===== config.mk =====
export PLATFORM = sky130hd
export DESIGN_NAME = hilo_muldiv
export DESIGN_NICKNAME = d
export VERILOG_FILES = /design/src/rtl/hilo_muldiv_pkg.sv /design/src/rtl/hilo_muldiv_div_radix2.sv /design/src/rtl/hilo_muldiv.sv
export SDC_FILE = /design/constraint.sdc
export NUM_CORES = 2
export LEC_CHECK = 0
export CORE_ASPECT_RATIO = 1.2
export CORE_MARGIN = 2
export CORE_UTILIZATION = 30
export CTS_BUF_LIST = sky130_fd_sc_hd__clkbuf_8 sky130_fd_sc_hd__clkbuf_16
export CTS_CLUSTER_SIZE = 8
export DETAILED_ROUTE_END_ITERATION = 10
export SLEW_MARGIN = 40
export SYNTH_ARGS = -nofsm -noshare
export SYNTH_HDL_FRONTEND = slang
export SYNTH_HIERARCHICAL = 1
export SYNTH_SLANG_ARGS = --single-unit

===== constraint.sdc =====
create_clock -name clk -period 16.9 [get_ports clk]
set_input_delay 2.535 -clock clk [delete_from_list [all_inputs] [get_ports clk]]
set_output_delay 2.535 -clock clk [all_outputs]
set_load 0.005 [all_outputs]

===== src/rtl/hilo_muldiv_pkg.sv =====
// Shared state encoding, divide special-case constants and the sign helper
// for the HI/LO multiply/divide unit.
package hilo_muldiv_pkg;

    typedef enum logic [1:0] {
        ST_IDLE = 2'd0,
        ST_MUL  = 2'd1,
        ST_DIV  = 2'd2,
        ST_DONE = 2'd3
    } state_t;

    localparam logic [31:0] DIV_ZERO_LO      = 32'hFFFF_FFFF;
    localparam logic [31:0] DIV_OVF_DIVIDEND = 32'h8000_0000;
    localparam logic [31:0] DIV_OVF_LO       = 32'h8000_0000;
    localparam logic [31:0] DIV_OVF_HI       = 32'h0000_0000;
    localparam logic [4:0]  DIV_STEP_FIRST   = 5'd31;

    function automatic logic [31:0] cond_neg(input logic [31:0] x, input logic neg);
        return neg ? (~x + 32'd1) : x;
    endfunction

endpackage


===== src/rtl/hilo_muldiv_div_radix2.sv =====
// Radix-2 restoring divider on unsigned magnitudes: one quotient bit per cycle,
// step counter runs 31..0 and done marks the final step.
module div_radix2
    import hilo_muldiv_pkg::*;
(
    input  logic        clk,
    input  logic        reset,
    input  logic        start,
    input  logic        cancel,
    input  logic [31:0] dividend,
    input  logic [31:0] divisor,
    output logic [31:0] quotient,
    output logic [31:0] remainder,
    output logic        done
);

    logic [31:0] dsr;
    logic [4:0]  cnt;
    logic        busy;
    logic [32:0] rem_sh;
    logic [32:0] diff;

    // The dividend shifts out of the quotient register as quotient bits shift in.
    assign rem_sh = {remainder, quotient[31]};
    assign diff   = rem_sh - {1'b0, dsr};
    assign done   = busy & (cnt == 5'd0);

    always_ff @(posedge clk or posedge reset) begin
        if (reset) begin
            quotient  <= '0;
            remainder <= '0;
            dsr       <= '0;
            cnt       <= '0;
            busy      <= 1'b0;
        end else if (cancel) begin
            busy <= 1'b0;
        end else if (start) begin
            quotient  <= dividend;
            remainder <= '0;
            dsr       <= divisor;
            cnt       <= DIV_STEP_FIRST;
            busy      <= 1'b1;
        end else if (busy) begin
            if (!diff[32]) begin
                remainder <= diff[31:0];
                quotient  <= {quotient[30:0], 1'b1};
            end else begin
                remainder <= rem_sh[31:0];
                quotient  <= {quotient[30:0], 1'b0};
            end
            cnt <= cnt - 5'd1;
            if (cnt == 5'd0)
                busy <= 1'b0;
        end
    end

endmodule


===== src/rtl/hilo_muldiv.sv =====
// EX-stage HI/LO unit: MULT/MULTU/MUL/DIV/DIVU/MTHI/MTLO, owns HI/LO and
// stalls EX while a multi-cycle operation is in flight.
module hilo_muldiv
    import hilo_muldiv_pkg::*;
#(
    parameter int MUL_CYCLES = 2
) (
    input  logic        clk,
    input  logic        reset,
    input  logic        valid,
    input  logic        flush,
    input  logic        is_mult,
    input  logic        is_multu,
    input  logic        is_div,
    input  logic        is_divu,
    input  logic        hi_wen,
    input  logic        lo_wen,
    input  logic [31:0] rs_data,
    input  logic [31:0] rt_data,
    output logic        stall,
    output logic [31:0] hi,
    output logic [31:0] lo,
    output logic [31:0] product
);

    state_t             state, state_nxt;
    logic               req, accept, is_mul_req, signed_req;
    logic signed [32:0] op_a, op_b;
    logic               mul_q, sgn_q;
    logic [2:0]         mul_cnt;
    logic signed [63:0] mul_full;
    logic signed [63:0] prod_p [MUL_CYCLES];
    logic               div_start, div_done;
    logic [31:0]        div_quo, div_rem, mag_a, mag_b;
    logic [63:0]        div_res, result;

    assign is_mul_req = is_mult | is_multu;
    assign signed_req = is_mult | is_div;
    assign req        = valid & (is_mult | is_multu | is_div | is_divu);
    assign accept     = (state == ST_IDLE) & req & ~flush;
    assign stall      = req & (state != ST_DONE) & ~flush;
    assign div_start  = accept & ~is_mul_req;
    assign mag_a      = cond_neg(rs_data, is_div & rs_data[31]);
    assign mag_b      = cond_neg(rt_data, is_div & rt_data[31]);

    always_ff @(posedge clk or posedge reset) begin
        if (reset) begin
            op_a    <= '0;
            op_b    <= '0;
            mul_q   <= 1'b0;
            sgn_q   <= 1'b0;
            mul_cnt <= '0;
        end else if (accept) begin
            op_a    <= {signed_req & rs_data[31], rs_data};
            op_b    <= {signed_req & rt_data[31], rt_data};
            mul_q   <= is_mul_req;
            sgn_q   <= signed_req;
            mul_cnt <= '0;
        end else if (state == ST_MUL) begin
            mul_cnt <= mul_cnt + 3'd1;
        end
    end

    // Multiplier pipeline: product of the latched 33-bit operands, MUL_CYCLES deep.
    assign mul_full = 64'(op_a) * 64'(op_b);

    always_ff @(posedge clk or posedge reset) begin
        if (reset) begin
            for (int i = 0; i < MUL_CYCLES; i++)
                prod_p[i] <= '0;
        end else begin
            prod_p[0] <= mul_full;
            for (int i = 1; i < MUL_CYCLES; i++)
                prod_p[i] <= prod_p[i-1];
        end
    end

    div_radix2 u_div (
        .clk       (clk),
        .reset     (reset),
        .start     (div_start),
        .cancel    (flush),
        .dividend  (mag_a),
        .divisor   (mag_b),
        .quotient  (div_quo),
        .remainder (div_rem),
        .done      (div_done)
    );

    // Sign fix and special cases on the magnitude result.
    always_comb begin
        div_res = {cond_neg(div_rem, sgn_q & op_a[31]),
                   cond_neg(div_quo, sgn_q & (op_a[31] ^ op_b[31]))};
        if (op_b[31:0] == 32'd0)
            div_res = {op_a[31:0], DIV_ZERO_LO};
        else if (sgn_q && op_a[31:0] == DIV_OVF_DIVIDEND && op_b[31:0] == 32'hFFFF_FFFF)
            div_res = {DIV_OVF_HI, DIV_OVF_LO};
    end

    assign result  = mul_q ? prod_p[MUL_CYCLES-1] : div_res;
    assign product = (state == ST_DONE) ? result[31:0] : 32'd0;

    always_comb begin
        state_nxt = state;
        case (state)
            ST_IDLE: if (accept) state_nxt = is_mul_req ? ST_MUL : ST_DIV;
            ST_MUL: begin
                if (flush)
                    state_nxt = ST_IDLE;
                else if (mul_cnt == 3'(MUL_CYCLES - 1))
                    state_nxt = ST_DONE;
            end
            ST_DIV: begin
                if (flush)
                    state_nxt = ST_IDLE;
                else if (div_done)
                    state_nxt = ST_DONE;
            end
            default: state_nxt = ST_IDLE;
        endcase
    end

    always_ff @(posedge clk or posedge reset) begin
        if (reset)
            state <= ST_IDLE;
        else
            state <= state_nxt;
    end

    always_ff @(posedge clk or posedge reset) begin
        if (reset) begin
            hi <= '0;
            lo <= '0;
        end else if (state == ST_DONE) begin
            if (!flush) begin
                hi <= result[63:32];
                lo <= result[31:0];
            end
        end else if (state == ST_IDLE && valid && !flush) begin
            if (hi_wen) hi <= rs_data;
            if (lo_wen) lo <= rs_data;
        end
    end

endmodule


==> reports/qor.csv <==
stage,metric,value,unit
outcome,outcome,finished clean,
synthesis,post-synthesis compound-gate area fraction,8.035,%
layout,nets,7679,
synthesis,Post-Synth Adder-Cell Area,44.95,%
synthesis,synth warn,6,
grt,first-pass GRT wire length,291200,um
grt,met1 usage,24.23,%
grt,vias in the first global route,47372,
synthesis,Synth Flop Type,dfrtp_1,
synthesis,largest family of logic cells by synthesized area,adder cells,
min_path,Worst Hold Class,reg2reg,
sta,Final Slew Violations,0,
synthesis,"FFs w/ async S/R, synth",100.0,%
clock_tree,worst-case clock buffer depth,3,
sta,Final min period,8.754,ns
sta,Fin. Hold Viols,0,
sta,Clock Skews,0.03140,ns
routing,Initial DRT Pass Iterations,5,
sta,setup_tns,0,ns
floorplanning,core area,189600,um2
critical_path,Worst Setup Start Kind,flip-flop,
layout,FILL cells,19474,
grt,largest net degree at the start of global routing,123,
floorplanning,I/O Pins,171,
clock_tree,postcts setup bufs,0,
clock_tree,H-Tree Level Count,2,
sta,Relative slew margins,43.31,%
synthesis,Post-synth EDFFs,0,
synthesis,Syn Std Cell Area,57310,um2
clock_tree,Inserted Clock Buffers,52,
sta,max frequency,114.2,MHz
layout,"commonest non-fill, non-tap cell in the layout",inv_1,
clock_tree,Skew-Pair Late Insertion Delay,0.61,ns
routing,detailed-route DRC error count,0,
routing,Via density,4.997,
routing,final wirelength,188700,um
sta,Worst Max-Slew Pin Slew,0.8503,ns
critical_path,WP data required,17.42,ns
clock_tree,CTS tree,yes,
critical_path,Worst setup EP type,flip-flop,
synthesis,Mapped Nets,7728,
clock_tree,Clock transition at path regs,0.06,ns
critical_path,R2R setup slack,8.15,ns
layout,Layout area overhead,9.768,%
critical_path,crit path max fanout,27,
place,Final HPWL DP,139900,um
layout,share of post-route cells with drive strength above 1,3.388,%
routing,Final ANT Viol Nets,0,
synthesis,post-synthesis xor/xnor area fraction,3.439,%
grt,antenna violations before repair,6,
critical_path,Setup CP Type,reg2reg,
synthesis,Cells after Synth,6271,
clock_tree,hold_buf cts,0,
sta,crit share post-route,51.80,%
sta,final setup vio count,0,
grt,grt total ovfl,0,
floorplanning,Die Y-Extent,482.8,um
clock_tree,clk root buf,clkbuf_16,
grt,Total GRT Usage,19.59,%
routing,Wirelength per Cell,21.67,um
synthesis,post-synth cell types,88,
sta,RSZ-0062 raised after global routing,no,
place,GP Congestion,0.9225,
synthesis,"Seq/Total Area, Yosys",16.03,%
floorplanning,# rows,175,
place,IO buf count,170,
synthesis,Post-Synth Simple-Gate Area,16.32,%
routing,via count,43507,
synthesis,Mapped Avg Cell Area,9.138,um2
synthesis,number of synthesized register bits,367,
synthesis,proportion of synthesized area in mux cells,0.9607,%
critical_path,Crit path arrival time,9.28,ns
clock_tree,post-cts resize count,0,
layout,"commonest cells after routing, fill and taps aside","1183 x inv_1, 1125 x fa_1, 936 x nand2_1, 536 x and2_1, 366 x dfrtp_1",
grt,GRT busiest layer,met2,
floorplanning,Die Span X,403.0,um
floorplanning,die area,194500,um2
clock_tree,clk sinks,367,
grt,met2 Usage GRT,34.12,%
job,Max-Cap Viols,0,
routing,DRT iter0 DRCs,3177,
floorplanning,Initial Util,30.22,%
layout,Diodes inserted,0,
grt,M3 GR Usage,2.118,%
registers in the layout (all words and copies together), names as in the netlist:
| name | cells |
|---|---|
| u_div/busy | 1 |
| state | 2 |
| u_div/quotient | 32 |
| mul_q | 1 |
| hi | 32 |
| prod_p | 128 |
| mul_cnt | 3 |
| u_div/dsr | 32 |
| u_div/remainder | 32 |
| u_div/cnt | 5 |
| op_b | 33 |
| sgn_q | 1 |
| lo | 32 |
| op_a | 33 |
path summary, 6_finish.rpt:
path	start	endpoint	depth (start not counted)
setup reg to reg	op_b[18]$_DFFE_PP0P_	prod_p[124]$_DFF_PP0_	22
min in group asynchronous	reset	u_div/quotient[30]$_DFFE_PP0P_	2
max in group asynchronous	reset	hi[12]$_DFFE_PP0P_	3
hold reg to reg	prod_p[78]$_DFF_PP0_	prod_p[14]$_DFF_PP0_	0
hold / removal	prod_p[78]$_DFF_PP0_	prod_p[14]$_DFF_PP0_	0
setup / recovery	op_b[18]$_DFFE_PP0P_	prod_p[124]$_DFF_PP0_	22
cells by family after synthesis:
kind of cell,count (synthesis)
compound gates,749
xor+xnor,225
fa+ha+maj,1383
buf+inv,1558
flops,367
mux,55
simple gates,1934
synthesized netlist by cell type, drive strengths merged, types with 7 or more instances:
| cell | number | area [um2] |
|---|---|---|
| inv | 1182 | 4437 |
| fa | 1126 | 22540 |
| nand2 | 937 | 3525 |
| and2 | 540 | 3380 |
| dfrtp | 367 | 9184 |
| clkbuf | 355 | 1336 |
| o21ai | 270 | 1351 |
| ha | 257 | 3216 |
| a21oi | 208 | 1041 |
| nor2 | 193 | 727.0 |
| xnor2 | 131 | 1147 |
| xor2 | 94 | 823.3 |
| mux2i | 55 | 550.5 |
| a21o | 50 | 376.6 |
| nor2b | 46 | 287.8 |
| nand2b | 36 | 225.2 |
| nor3 | 33 | 165.2 |
| nor4 | 29 | 196.4 |
| o31ai | 27 | 230.2 |
| nand3 | 24 | 120.1 |
| a211oi | 23 | 172.7 |
| nand4 | 22 | 137.6 |
| buf | 21 | 111.4 |
| a31oi | 20 | 125.1 |
| a22oi | 15 | 117.6 |
| o21a | 15 | 112.6 |
| o41ai | 15 | 150.2 |
| or3 | 13 | 82.58 |
| o21bai | 12 | 90.09 |
| o22ai | 12 | 75.07 |
| a221oi | 11 | 96.34 |
| nor4b | 10 | 87.58 |
| or4 | 10 | 82.58 |
| nor3b | 9 | 67.56 |
| o211a | 9 | 90.09 |
| o211ai | 9 | 67.56 |
| nor4bb | 7 | 70.07 |
| o221ai | 7 | 61.31 |
metal layers:
| metal | vias to the layer above | part of all wire [%] |
|---|---|---|
| met5 | - | 0.0069 |
| met4 | 2 | 5.6 |
| met3 | 434 | 5.7 |
| met2 | 1703 | 49 |
| met1 | 22539 | 40 |
| li1 | 18829 | - |
per-stage QoR:
step | std cells | hold WS (ns) | setup slack (ns) | area (um2) | util [%]
final | 8706 | 0.3402 | 8.146 | 62900 | 33.17
after global routing | 8706 | 0.3459 | 7.965 | 62900 | 33.17
after CTS | 8706 | 0.3392 | 8.327 | 62890 | 33.17
after detailed placement | 8646 | 0.3347 | 8.378 | 61540 | 32.45
after global placement | 8646 | 0.3329 | 8.435 | 61500 | 32.43
after floorplan | 6271 | 0.3312 | 7.068 | 57310 | -
worst max-delay path, cell delays in order (launching register included):
cell and delay (ns):
dfrtp_1 0.82, buf_4 0.57, nand2_1 0.18, fa_1 0.57
fa_1 0.57, inv_1 0.06, fa_1 0.48, fa_1 0.57
fa_1 0.46, fa_1 0.46, fa_1 0.49, inv_1 0.05
fa_1 0.50, inv_1 0.05, ha_1 0.37, a21oi_1 0.25
o2111ai_1 0.15, a221oi_1 0.55, o21ai_0 0.19, a311oi_1 0.45
o21ai_0 0.35, a221oi_1 0.36, xnor2_1 0.16
layout make-up:
type	instances	area, um2	share of cell area [%]
clock inverters	8	51.30	0.08155
clock buffers	52	1301	2.069
inverters	1182	4452	7.077
multi-input cells	4346	42320	67.28
well taps	2478	3100	4.929
flip-flops and latches	367	9185	14.60
repair buffers	273	2494	3.964
Power is left out: the tool's default activity adds up to more than one toggle a clock period on the data nets, which glitch-free logic cannot reach.
